<file path="config.mk">
export PLATFORM = sky130hd
export DESIGN_NAME = ser_frame_tx
export DESIGN_NICKNAME = d
export VERILOG_FILES = /design/src/rtl/ser_frame_tx.sv
export SDC_FILE = /design/constraint.sdc
export NUM_CORES = 1
export LEC_CHECK = 0
export BUFFER_PORTS_ARGS = -buffer_cell sky130_fd_sc_hd__buf_2
export CORE_UTILIZATION = 40
export DETAILED_ROUTE_END_ITERATION = 7
export GPL_TIMING_DRIVEN = 0
export SKIP_CTS_REPAIR_TIMING = 1
export SLEW_MARGIN = 20
export SYNTH_ARGS = -nofsm -noshare
export SYNTH_HDL_FRONTEND = slang
export SYNTH_SLANG_ARGS = --single-unit
</file>
<file path="constraint.sdc">
create_clock -name clk -period 1.5 [get_ports clk]
set_input_delay 0.15 -clock clk [delete_from_list [all_inputs] [get_ports clk]]
set_output_delay 0.15 -clock clk [all_outputs]
set_load 0.02 [all_outputs]
</file>
<file path="src/rtl/ser_frame_tx.sv">
// Word-to-serial framer: start(0), WIDTH data bits, optional parity, stop(1); each bit DIV cycles.
// o0 is registered; start bit appears the cycle after the handshake. i0_ready is high only while idle.
module ser_frame_tx #(
  parameter int WIDTH     = 4,
  parameter int DIV       = 1,
  parameter int LSB_FIRST = 1,
  parameter int PARITY    = 0
) (
  input  logic             clk,
  input  logic             rst,
  input  logic [WIDTH-1:0] i0_data,
  input  logic             i0_valid,
  output logic             i0_ready,
  output logic             o0,
  output logic             busy,
  output logic             done
);

  localparam int DW = (DIV > 1) ? $clog2(DIV) : 1;
  localparam int BW = (WIDTH > 1) ? $clog2(WIDTH) : 1;
  localparam logic [DW-1:0] DIV_LAST = DW'(DIV - 1);
  localparam logic [BW-1:0] BIT_LAST = BW'(WIDTH - 1);

  typedef enum logic [2:0] {
    IDLE   = 3'd0,
    START  = 3'd1,
    DATA   = 3'd2,
    PARBIT = 3'd3,
    STOP   = 3'd4
  } state_t;

  state_t           state, state_n;
  logic [DW-1:0]    div_cnt, div_cnt_n;
  logic [BW-1:0]    bit_cnt, bit_cnt_n;
  logic [WIDTH-1:0] shreg, shreg_n;
  logic             par, par_n;
  logic             o0_n;
  logic             bit_end;

  assign bit_end  = (div_cnt == DIV_LAST);
  assign i0_ready = (state == IDLE);
  assign busy     = (state != IDLE);
  assign done     = (state == STOP) && bit_end;

  always_ff @(posedge clk or posedge rst) begin
    if (rst) begin
      state   <= IDLE;
      div_cnt <= '0;
      bit_cnt <= '0;
      shreg   <= '0;
      par     <= 1'b0;
      o0      <= 1'b1;
    end else begin
      state   <= state_n;
      div_cnt <= div_cnt_n;
      bit_cnt <= bit_cnt_n;
      shreg   <= shreg_n;
      par     <= par_n;
      o0      <= o0_n;
    end
  end

  always_comb begin
    state_n   = state;
    div_cnt_n = div_cnt;
    bit_cnt_n = bit_cnt;
    shreg_n   = shreg;
    par_n     = par;
    o0_n      = 1'b1;

    case (state)
      IDLE: begin
        div_cnt_n = '0;
        bit_cnt_n = '0;
        if (i0_valid) begin
          state_n = START;
          shreg_n = i0_data;
          par_n   = (^i0_data) ^ (PARITY == 2);
        end
      end
      START: begin
        if (bit_end) begin
          state_n   = DATA;
          div_cnt_n = '0;
          bit_cnt_n = '0;
        end else begin
          div_cnt_n = div_cnt + DW'(1);
        end
      end
      DATA: begin
        if (bit_end) begin
          div_cnt_n = '0;
          shreg_n   = (LSB_FIRST != 0) ? (shreg >> 1) : (shreg << 1);
          if (bit_cnt == BIT_LAST) begin
            state_n = (PARITY != 0) ? PARBIT : STOP;
          end else begin
            bit_cnt_n = bit_cnt + BW'(1);
          end
        end else begin
          div_cnt_n = div_cnt + DW'(1);
        end
      end
      PARBIT: begin
        if (bit_end) begin
          state_n   = STOP;
          div_cnt_n = '0;
        end else begin
          div_cnt_n = div_cnt + DW'(1);
        end
      end
      STOP: begin
        if (bit_end) begin
          state_n   = IDLE;
          div_cnt_n = '0;
        end else begin
          div_cnt_n = div_cnt + DW'(1);
        end
      end
      default: begin
        state_n   = IDLE;
        div_cnt_n = '0;
      end
    endcase

    // o0 is a flop, so it is loaded with the line level belonging to the next state
    case (state_n)
      START:   o0_n = 1'b0;
      DATA:    o0_n = (LSB_FIRST != 0) ? shreg_n[0] : shreg_n[WIDTH-1];
      PARBIT:  o0_n = par_n;
      default: o0_n = 1'b1;
    endcase
  end

endmodule

</file>
; Yosys cells after proc, flatten, opt, wreduce, memory -nomap -nowiden
; Index checks and enable logic that the tools add are counted.
; W data, S select, Z words.
[totals]
reg_bits = 12
inputBits = 7
output_inout_bits = 4
elab_cells = 50
[classes]
addsub = 2
eq_ne = 12
mux = 19
bitwise_logic = 1
n_reduce_logical = 9
[op_table]
columns = operator, count
row1 = $mux W3, 6
row2 = $pmux W3 S5, 1
row3 = $eq A3 B2 Y1 const B, 4
row4 = $mux W4, 2
row5 = $ne A2 B2 Y1 const B, 4
row6 = $pmux W4 S2, 1
row7 = $eq A3 B1 Y1 const B, 2
row8 = $mux W2, 3
row9 = $pmux W2 S3, 1
row10 = $reduce_bool A3 Y1, 2
row11 = $mux W1, 4
row12 = $reduce_and A4 Y1, 1
row13 = $reduce_or A4 Y1, 1
row14 = $reduce_xor A4 Y1, 1
row15 = $eq A3 B3 Y1 const B, 1
row16 = $logic_not A3 Y1, 1
row17 = $pmux W1 S3, 1
row18 = $reduce_and A3 Y1, 1
row19 = $add A2 B1 Y2 const B, 1
row20 = $eq A2 B2 Y1 const B, 1
row21 = $reduce_bool A2 Y1, 1
row22 = $add A1 B1 Y1 const B, 1
row23 = $logic_and A1 B1 Y1, 1
row24 = $not A1 Y1, 1

; Depth between registers and ports, before layout
; Gate-level depths: netlist (run 1).
[depth]
depth_word = 6
mapped_depth = 4
mapped_depth_nobuf = 4

; Least setup slack after synthesis (run 1)
; Ideal clock, no wire load.
[synth_timing]
path_type = register -> register
start = register bit_cnt[0]
end = register o0
setup_ps = 89
arrival_time_ps = 1285
required_time_ps = 1411
slack_ps = 126
path_stages_with_launch = 5
n_path_buf = 0
period_less_slack_ps = 1374
path_cell_list = dfrtp_1 > ha_1 > or4b_1 > a21oi_1 > nor2_1
[synth_between]
elab_chain_len = 6
elab_cells_between_ends = 8
classes_between = 4 x eq/ne / 4 x mux
[synth_lines]
columns = element, line
row1 = from (decl), 34  ; logic [BW-1:0] bit_cnt, bit_cnt_n;
row2 = from (signal assigned), 56  ; bit_cnt <= bit_cnt_n;
row3 = $eq A2 B2 Y1 *, 94  ; if (bit_cnt == BIT_LAST) begin
row4 = $mux W3 *, 94
row5 = $mux W3 *, 91  ; if (bit_end) begin
row6 = $pmux W3 S5 *, 71  ; case (state)
row7 = $eq A3 B2 Y1 / $eq A3 B1 Y1 (equally long branches), 126  ; case (state_n)
row8 = $pmux W1 S3 *, 126
row9 = named net o0_n, 37  ; logic o0_n;
row10 = to (signal assigned), 59  ; o0 <= o0_n;
row11 = to (decl), 14  ; output logic o0,
; The timed path passes the listed nets; every way through them passes the cells marked *.
; A chain may end at the register's enable or synchronous reset.

; Worst setup path in the final report (run 1)
[layout_timing]
start = register state[2]
end = output port done
[layout_between]
elab_chain_len = 2
[layout_lines]
columns = element, line
row1 = from (decl), 32  ; state_t state, state_n;
row2 = from (signal assigned), 54  ; state <= state_n;
row3 = $eq A3 B3 Y1, 43  ; assign done = (state == STOP) && bit_end;
row4 = $logic_and A1 B1 Y1, 43
row5 = to (decl), 16  ; output logic done
; Every way passes these cells.

==> impl_metrics.tcl, run 1 <==
set metrics [dict create \
    fill_cells 107 \
    setup_ws_ns 0.0774 \
    required_ns 1.35 \
    cts.path.max_buffers 2 \
    placed_area_um2 592 \
    syn-num-nets 58 \
    start_kind "flop" \
    die_w_um 38.2 \
    critical_path_arrival_ns 1.27 \
    grt_use_total 0.172 \
    ios 11 \
    fin_cells 80 \
    root_buffer "clkbuf_4" \
    core_area_um2 1160 \
    leakage_uw 0.000328 \
    cp_top_family "buffers and inverters" \
    hold_path_class "primary input to flop" \
    antenna_found_initial 0 \
    ys_top_cells_by_area "dfrtp_1 (43%), a22o_1 (6.7%), dfstp_2 (5.0%)" \
    drv_slew 0 \
    multi_input_area_um2 246 \
    max_slew.worst_pin.slew_ns 0.376 \
    ys_seq_elements 10 \
    muxShareOfSynthArea 0 \
    synth.distinct_cells 21 \
    cts_num_sinks 10 \
    power_density_nw_per_um2 2130 \
    clkLatencyLatePin_ns 0.26 \
    die_h_um 38.2 \
    ant_nets 0 \
    diodes 0 \
    path_cells "buf_2 > nor3b_1 > buf_2" \
    rsz0062_at_grt "no" \
    synth-compound-area-share 0.229 \
    viasPerCell 5.19 \
    finalWirelength_um 1040 \
    path_clk_slew_ns 0.07 \
    regArea_um2 253 \
    ir_worst_vdd_mv 1.08 \
    final_area_um2 666 \
    fin_nets 75 \
    path_common_cell "buf_2" \
    firstDrtPassIters 4 \
    path_class "flop to primary output" \
    cpPeakStageDelay_ns 0.38 \
    m1WireLength_um 431 \
    dp_cells 74 \
    cts_tree "yes" \
    grt_pass1_vias 374 \
    clock_skew_ns 0.00589 \
    grt_max_degree 11 \
    setup_tns_ns 0 \
    fin_crit_ns 1.42 \
    syn_inst 50 \
    fin_hold_ws_ns 0.133 \
    synthesis.area_um2 524 \
    setup_viol 0 \
    synth-simple-area-share 0.198 \
    drc 0 \
    cp-end-kind "primary output" \
    synth_top_family_by_area "compound AO/OA/AOI/OAI gates" \
    place_congestion 0.656 \
    crit_slowest_cell "dfrtp_1" \
    ys.warnings.count 0 \
    yosysTopAreaCellShare 0.430 \
    crit_fanout 10 \
    cts_buffers 3 \
    met3_length_um 73 \
    grt_pass1_wl_um 1640 \
    cap_violations 0 \
    vias 415 \
    grt.overflow.total 0 \
    wl_met2_um 533 \
    synth-adder-area-share 0.0239 \
    clock.fmax_mhz 703 \
    crit_buf_inv 2 \
    status "complete, no violations" \
    numPortBuffers 10 \
    place_ws_ns 0.0362 \
    wire_per_inst_um 13.0 \
    relSlewSlack 0.749 \
    yosysSeqAreaShare 0.480 \
    routed.top_layer "met3" \
    hold_violations 0 \
    drt_iter0_markers 5 \
    syn_avg_cell_area_um2 10.5 \
    start_util 0.453 \
    drive_gt1_frac 0.348 \
    rows 12 \
    area_delta_synth_final_pct 27.0 \
    dpl.hpwl_um 699 \
    synth_xor_area_frac 0 \
    fin_crit_sh 0.948 \
    htree_levels 1 \
    yosysTopAreaCell "dfrtp_1" \
    dieArea_um2 1460 \
]
==> cells in the final DEF (no fill, tap or decap) <==
| master | n |
|---|---|
| buf_2 | 10 |
| dfrtp_1 | 8 |
| nor2_1 | 5 |
| inv_1 | 4 |
| a22o_1 | 4 |
| o21ai_0 | 3 |
| nor3b_1 | 3 |
| clkbuf_4 | 3 |
| buf_6 | 2 |
| o21a_1 | 2 |
| o41ai_1 | 2 |
| a21oi_1 | 2 |
| a31oi_1 | 2 |
| a21o_1 | 2 |
| buf_4 | 2 |
| nand2b_1 | 1 |
| nor2_4 | 1 |
| nand2_1 | 1 |
| nor4b_4 | 1 |
| or4b_1 | 1 |
| or3b_1 | 1 |
| nor2b_1 | 1 |
| ha_2 | 1 |
| clkbuf_8 | 1 |
| dlygate4sd3_1 | 1 |
| dfstp_2 | 1 |
| dfrtp_2 | 1 |
==> path summary, 6_finish.rpt <==
| kind | start | endpoint | slack (ns) | cells past startpoint |
|---|---|---|---|---|
| min reg2reg | bit_cnt[0] | bit_cnt[0] | 0.49 | 1 |
| max | state[2] | done | 0.08 | 3 |
| max in group asynchronous | rst | o0 | 0.79 | 3 |
| min | i0_data[3] | shreg[3] | 0.13 | 2 |
| max reg2reg | bit_cnt[0] | o0 | 0.11 | 4 |
| min in group asynchronous | rst | state[1] | 0.40 | 3 |
==> flip-flops by register name (all words and copies together), names as in the netlist <==
| register | count |
|---|---|
| bit_cnt | 2 |
| o0 | 1 |
| shreg | 4 |
| state | 3 |
==> worst register-to-register path: stages (launching register included) <==
cell and delay [ns]:
dfrtp_1 0.39, ha_2 0.23, or4b_1 0.51, a21oi_1 0.13, nor2_1 0.05
==> power by group <==
part | internal [uW] | switching, uW
Combinational | 330 | 359
Sequential | 399 | 94.0
Clock | 147 | 90.6
Total | 877 | 544
==> cells by family (layout without fill, tap and decap cells) <==
| group | after synthesis | count (layout) |
|---|---|---|
| compound gates | 17 | 17 |
| simple gates | 15 | 15 |
| flops | 10 | 10 |
| buf+inv | 7 | 23 |
| fa+ha+maj | 1 | 1 |
==> Yosys cell counts, drive strengths merged <==
cell,number
dfrtp,9
nor2,6
a22o,4
inv,4
buf,3
nor3b,3
o21ai,3
a21o,2
a21oi,2
a31oi,2
o21a,2
o41ai,2
dfstp,1
ha,1
nand2,1
nand2b,1
nor2b,1
nor4b,1
or3b,1
or4b,1
==> layer usage <==
| layer | GRT usage | up-vias |
|---|---|---|
| met4 | 0.0536 | 0 |
| met5 | 0 | - |
| met2 | 0.284 | 15 |
| li1 | - | 216 |
| met3 | 0.0872 | 0 |
| met1 | 0.191 | 184 |
==> layout make-up <==
type,instances,area share
repair buffers,12,0.105
inverters,4,0.0226
plain buffers,3,0.0414
multi-input cells,33,0.370
clock buffers,4,0.0545
well taps,14,0.0263
flip-flops and latches,10,0.380
==> per-stage QoR <==
stage	total power, uW	util
2_1_floorplan	968	-
3_3_place_gp	1110	0.512
3_5_place_dp	1120	0.512
4_1_cts	1380	0.543
5_1_grt	1540	0.576
6_report	1420	0.576
Note: power is estimated with default switching activity, not from simulation.
==> inputs of run 2 (changes only) <==
- CORE_MARGIN: default -> 8
==> run 2 against run 1 <==
Effect of this change:
- cell area shrank 1.5%
- sequential share of layout area up 0.58 points
- sequential power rose by 2%
- clock skew increased by 0.00060 ns
- die area rose by 87%
- hold slack lost 0.0072 ns
- clock power is 19% lower
- utilization decreased by 5.9 points
- power decreased by 3.7%
- global-route usage fell by 8.6 points
- non-clock buffer count is 1 lower
- highest routed layer unchanged
==> impl_metrics.tcl, run 2 (synthesis results as in run 1) <==
set metrics [dict create \
    status "complete, no violations" \
    crit_fanout 10 \
    critical_path_arrival_ns 1.27 \
    cpPeakStageDelay_ns 0.38 \
    regMostFlops "shreg" \
    drv_slew 0 \
    start_kind "flop" \
    root_buffer "clkbuf_4" \
    mostFrequentLayoutCell "buf_2" \
    path_common_cell "buf_2" \
    path_class "flop to primary output" \
    htree_levels 1 \
    cts_tree "yes" \
    ios 11 \
    holdPathStages 2 \
    viasPerCell 5.30 \
    dieArea_um2 2720 \
    die_h_um 52.2 \
    dp_cells 75 \
    cp_top_family "buffers and inverters" \
    place_ws_ns 0.0341 \
    cts_num_sinks 10 \
    path_clk_slew_ns 0.07 \
    largest_register_ffs 4 \
    grt_max_degree 11 \
    relSlewSlack 0.735 \
    start_util 0.413 \
    setup_ws_ns 0.0805 \
    fin_crit_sh 0.946 \
    dpl.hpwl_um 735 \
    fin_crit_ns 1.42 \
    reg2reg_from "bit_cnt[0]" \
    area_delta_synth_final_pct 25.1 \
    cts_buffers 3 \
    reg2reg_to "o0" \
    cts.path.max_buffers 2 \
    grt.overflow.total 0 \
    hold_end "shreg[3]" \
    clkLatencyLatePin_ns 0.26 \
    finalWirelength_um 1040 \
    crit_slowest_cell "dfrtp_1" \
    reg2reg_depth 4 \
    setup_viol 0 \
    fin_cells 80 \
    drive_gt1_frac 0.323 \
    firstDrtPassIters 4 \
    numPortBuffers 10 \
    rsz0062_at_grt "no" \
    grt_pass1_wl_um 1770 \
    fin_nets 74 \
    min_from "i0_data[3]" \
    cp-end-kind "primary output" \
    antenna_found_initial 0 \
    rows 13 \
    layout_common_cells "buf_2 (10), dfrtp_1 (8), nor2_1 (5)" \
    die_w_um 52.2 \
    grt_use_total 0.0866 \
    wire_per_inst_um 13.1 \
    drc 0 \
    leakage_uw 0.000316 \
    max_slew.worst_pin.slew_ns 0.396 \
    ant_nets 0 \
    ir_worst_vdd_mv 0.836 \
    diodes 0 \
    ff2ff_setup_slack_ns 0.10 \
    clock_skew_ns 0.00649 \
    crit_buf_inv 2 \
    core_area_um2 1270 \
    cap_violations 0 \
    required_ns 1.35 \
    hold_path_class "primary input to flop" \
    place_congestion 0.683 \
    vias 424 \
    clock.fmax_mhz 704 \
    power_density_nw_per_um2 2090 \
    grt_pass1_vias 420 \
    top_regs "shreg (4), state (3), bit_cnt (2)" \
    path_cells "buf_2 > nor3b_1 > buf_2" \
    drt_iter0_markers 3 \
    hold_violations 0 \
]
## run 2: changes by cell type in the layout (fill, tap and decap cells not counted)
cell | before | now
ha_2 | 1 | 0
buf_6 | 2 | 1
clkbuf_8 | 1 | 0
clkbuf_1 | 0 | 1
ha_4 | 0 | 1
## run 2: worst max path at each step
stage | cells past startpoint | startpoint | slack, ns | end
after floorplan | 4 | bit_cnt[0] | 0.13 | o0
after global placement | 4 | bit_cnt[0] | 0.04 | o0
after detailed placement | 4 | bit_cnt[0] | 0.03 | o0
after CTS | 5 | state[0] | -0.04 | i0_ready
after global routing | 3 | state[2] | 0.009 | done
final | 3 | state[2] | 0.08 | done
## run 2: layer usage
layer  vias to the layer above  part of all wire  GRT usage
met5                         -                 0          0
met4                         0                 0     0.0517
met3                         0             0.058     0.0284
met2                         8              0.42      0.124
met1                       205              0.52      0.110
li1                        211                 -          -
## run 2: area by class of cell
type	count	area [um2]
plain buffers	3	23.8
clock buffers	4	26.3
fillers	118	613
inverters	4	15.0
multi-input cells	33	256
flip-flops and latches	10	253
well taps	15	18.8
repair buffers	11	62.6
## run 2: power breakdown
group	internal (uW)	switching (uW)	leakage, uW
sequential	399	104	0.000125
clock	103	89.1	0.0000150
combinational	316	355	0.000176
total	818	549	0.000316
## run 2: through the flow
step,util,setup TNS [ns],area (um2),hold WS [ns],total power (uW)
after floorplan,-,0,524,-0.0105,968
after global placement,0.467,0,593,0.150,1110
after detailed placement,0.467,0,593,0.144,1130
after CTS,0.488,-0.0351,619,-0.143,1320
after global routing,0.517,0,656,0.121,1480
final,0.517,0,656,0.126,1370
==> inputs of run 3 (changes only) <==
- REMOVE_ABC_BUFFERS: default -> 1
==> run 3 against run 2 <==
Effect of this change:
- via count fell by 1.4%
- maximum frequency decreased by 2.0%
- clock-buffer cell count unchanged
- first-iteration DRC count rose by 130%
- sequential power grew 11%
- clock skew shrank 0.0044 ns
- global-route usage decreased by 0.71 points
- power shrank 0.83%
- register-to-register slack lost 0.05 ns
- critical path type is now flop to flop
- critical endpoint is now o0
==> impl_metrics.tcl, run 3 (synthesis results as in run 1) <==
set metrics [dict create \
    core_area_um2 1270 \
    clkLatencyLatePin_ns 0.26 \
    cp-end-kind "flop" \
    clock.fmax_mhz 690 \
    area_delta_synth_final_pct 22.7 \
    root_buffer "clkbuf_4" \
    largest_register_ffs 4 \
    placed_area_um2 572 \
    numPortBuffers 10 \
    grt_use_total 0.0794 \
    grt_max_degree 15 \
    crit_fanout 7 \
    grt_pass1_wl_um 1630 \
    vias 418 \
    status "complete, no violations" \
    drc 0 \
    max_slew.worst_pin.slew_ns 0.388 \
    leakage_uw 0.000317 \
    start_util 0.413 \
    setup_viol 0 \
    hold_violations 0 \
    power_density_nw_per_um2 2110 \
    fin_crit_ns 1.45 \
    ir_worst_vdd_mv 0.889 \
    viasPerCell 5.29 \
    fin_cells 79 \
    rsz0062_at_grt "no" \
    wire_per_inst_um 13.0 \
    final_area_um2 643 \
    fin_hold_ws_ns 0.117 \
    cts_num_sinks 10 \
    layout_common_cells "buf_2 (10), dfrtp_1 (7), nor2_1 (5)" \
    rows 13 \
    relSlewSlack 0.741 \
    path_class "flop to flop" \
    drt_iter0_markers 7 \
    antenna_found_initial 0 \
    required_ns 1.70 \
    dieArea_um2 2720 \
    path_clk_slew_ns 0.07 \
    grt.overflow.total 0 \
    die_w_um 52.2 \
    place_congestion 0.706 \
    dpl.hpwl_um 692 \
    finalWirelength_um 1030 \
    hold_path_class "primary input to flop" \
    ant_nets 0 \
    drive_gt1_frac 0.344 \
    critical_path_arrival_ns 1.65 \
    cap_violations 0 \
    fin_crit_sh 0.966 \
    mostFrequentLayoutCell "buf_2" \
    drv_slew 0 \
    diodes 0 \
    top_regs "shreg (4), state (3), bit_cnt (2)" \
    die_h_um 52.2 \
    cts_buffers 3 \
    regMostFlops "shreg" \
    start_kind "flop" \
    setup_tns_ns 0 \
    grt_pass1_vias 356 \
    htree_levels 1 \
    clock_skew_ns 0.00209 \
    fin_nets 73 \
    dp_cells 72 \
    ios 11 \
    firstDrtPassIters 4 \
    cts_tree "yes" \
    cts.path.max_buffers 2 \
]
## run 3: cell types whose count changed in the layout (fill, tap and decap cells not counted), sizes merged
cell and change:
buf -1
## run 3: where the power goes
part           switching (uW)  internal [uW]
Combinational             270            278
Clock                    98.8            147
Sequential                162            399
Total                     531            825
## run 3: final cells by class
cell class,instances,area [um2]
Clock buffer,4,36.3
Fill cell,120,626
Inverter,4,15.0
Multi-Input combinational cell,33,244
Sequential cell,10,254
Tap cell,15,18.8
Timing Repair Buffer,13,75.1
## run 3: worst paths after layout
kind | startpoint | end | slack, ns | cells past startpoint
worst max-delay path | bit_cnt[0] | o0 | 0.05 | 4
worst max register to register | bit_cnt[0] | o0 | 0.05 | 4
max in group asynchronous | rst | o0 | 0.78 | 3
worst min register to register | shreg[3] | shreg[3] | 0.50 | 1
worst min-delay path | i0_data[3] | shreg[3] | 0.12 | 2
min in group asynchronous | rst | state[1] | 0.41 | 3
## run 3: critical path, stage by stage, from the launching register on
cell	delay, ns
dfrtp_1	0.40
ha_1	0.28
or4b_1	0.52
a21oi_1	0.13
nor2_1	0.05
## run 3: metal layers
metal | track usage | share of wire
met2 | 0.0980 | 0.43
met3 | 0.0398 | 0.079
met5 | 0 | 0
met4 | 0.0474 | 0.0078
met1 | 0.106 | 0.49
## run 3: metrics by stage
stage / power [uW] / util / worst slack (ns)
after detailed placement: 1070 / 0.451 / 0.0329
after floorplan: 925 / - / 0.125
after global placement: 1070 / 0.451 / 0.0416
after CTS: 1320 / 0.479 / 0.00837
final: 1360 / 0.507 / 0.0510
after global routing: 1460 / 0.507 / 0.0000363
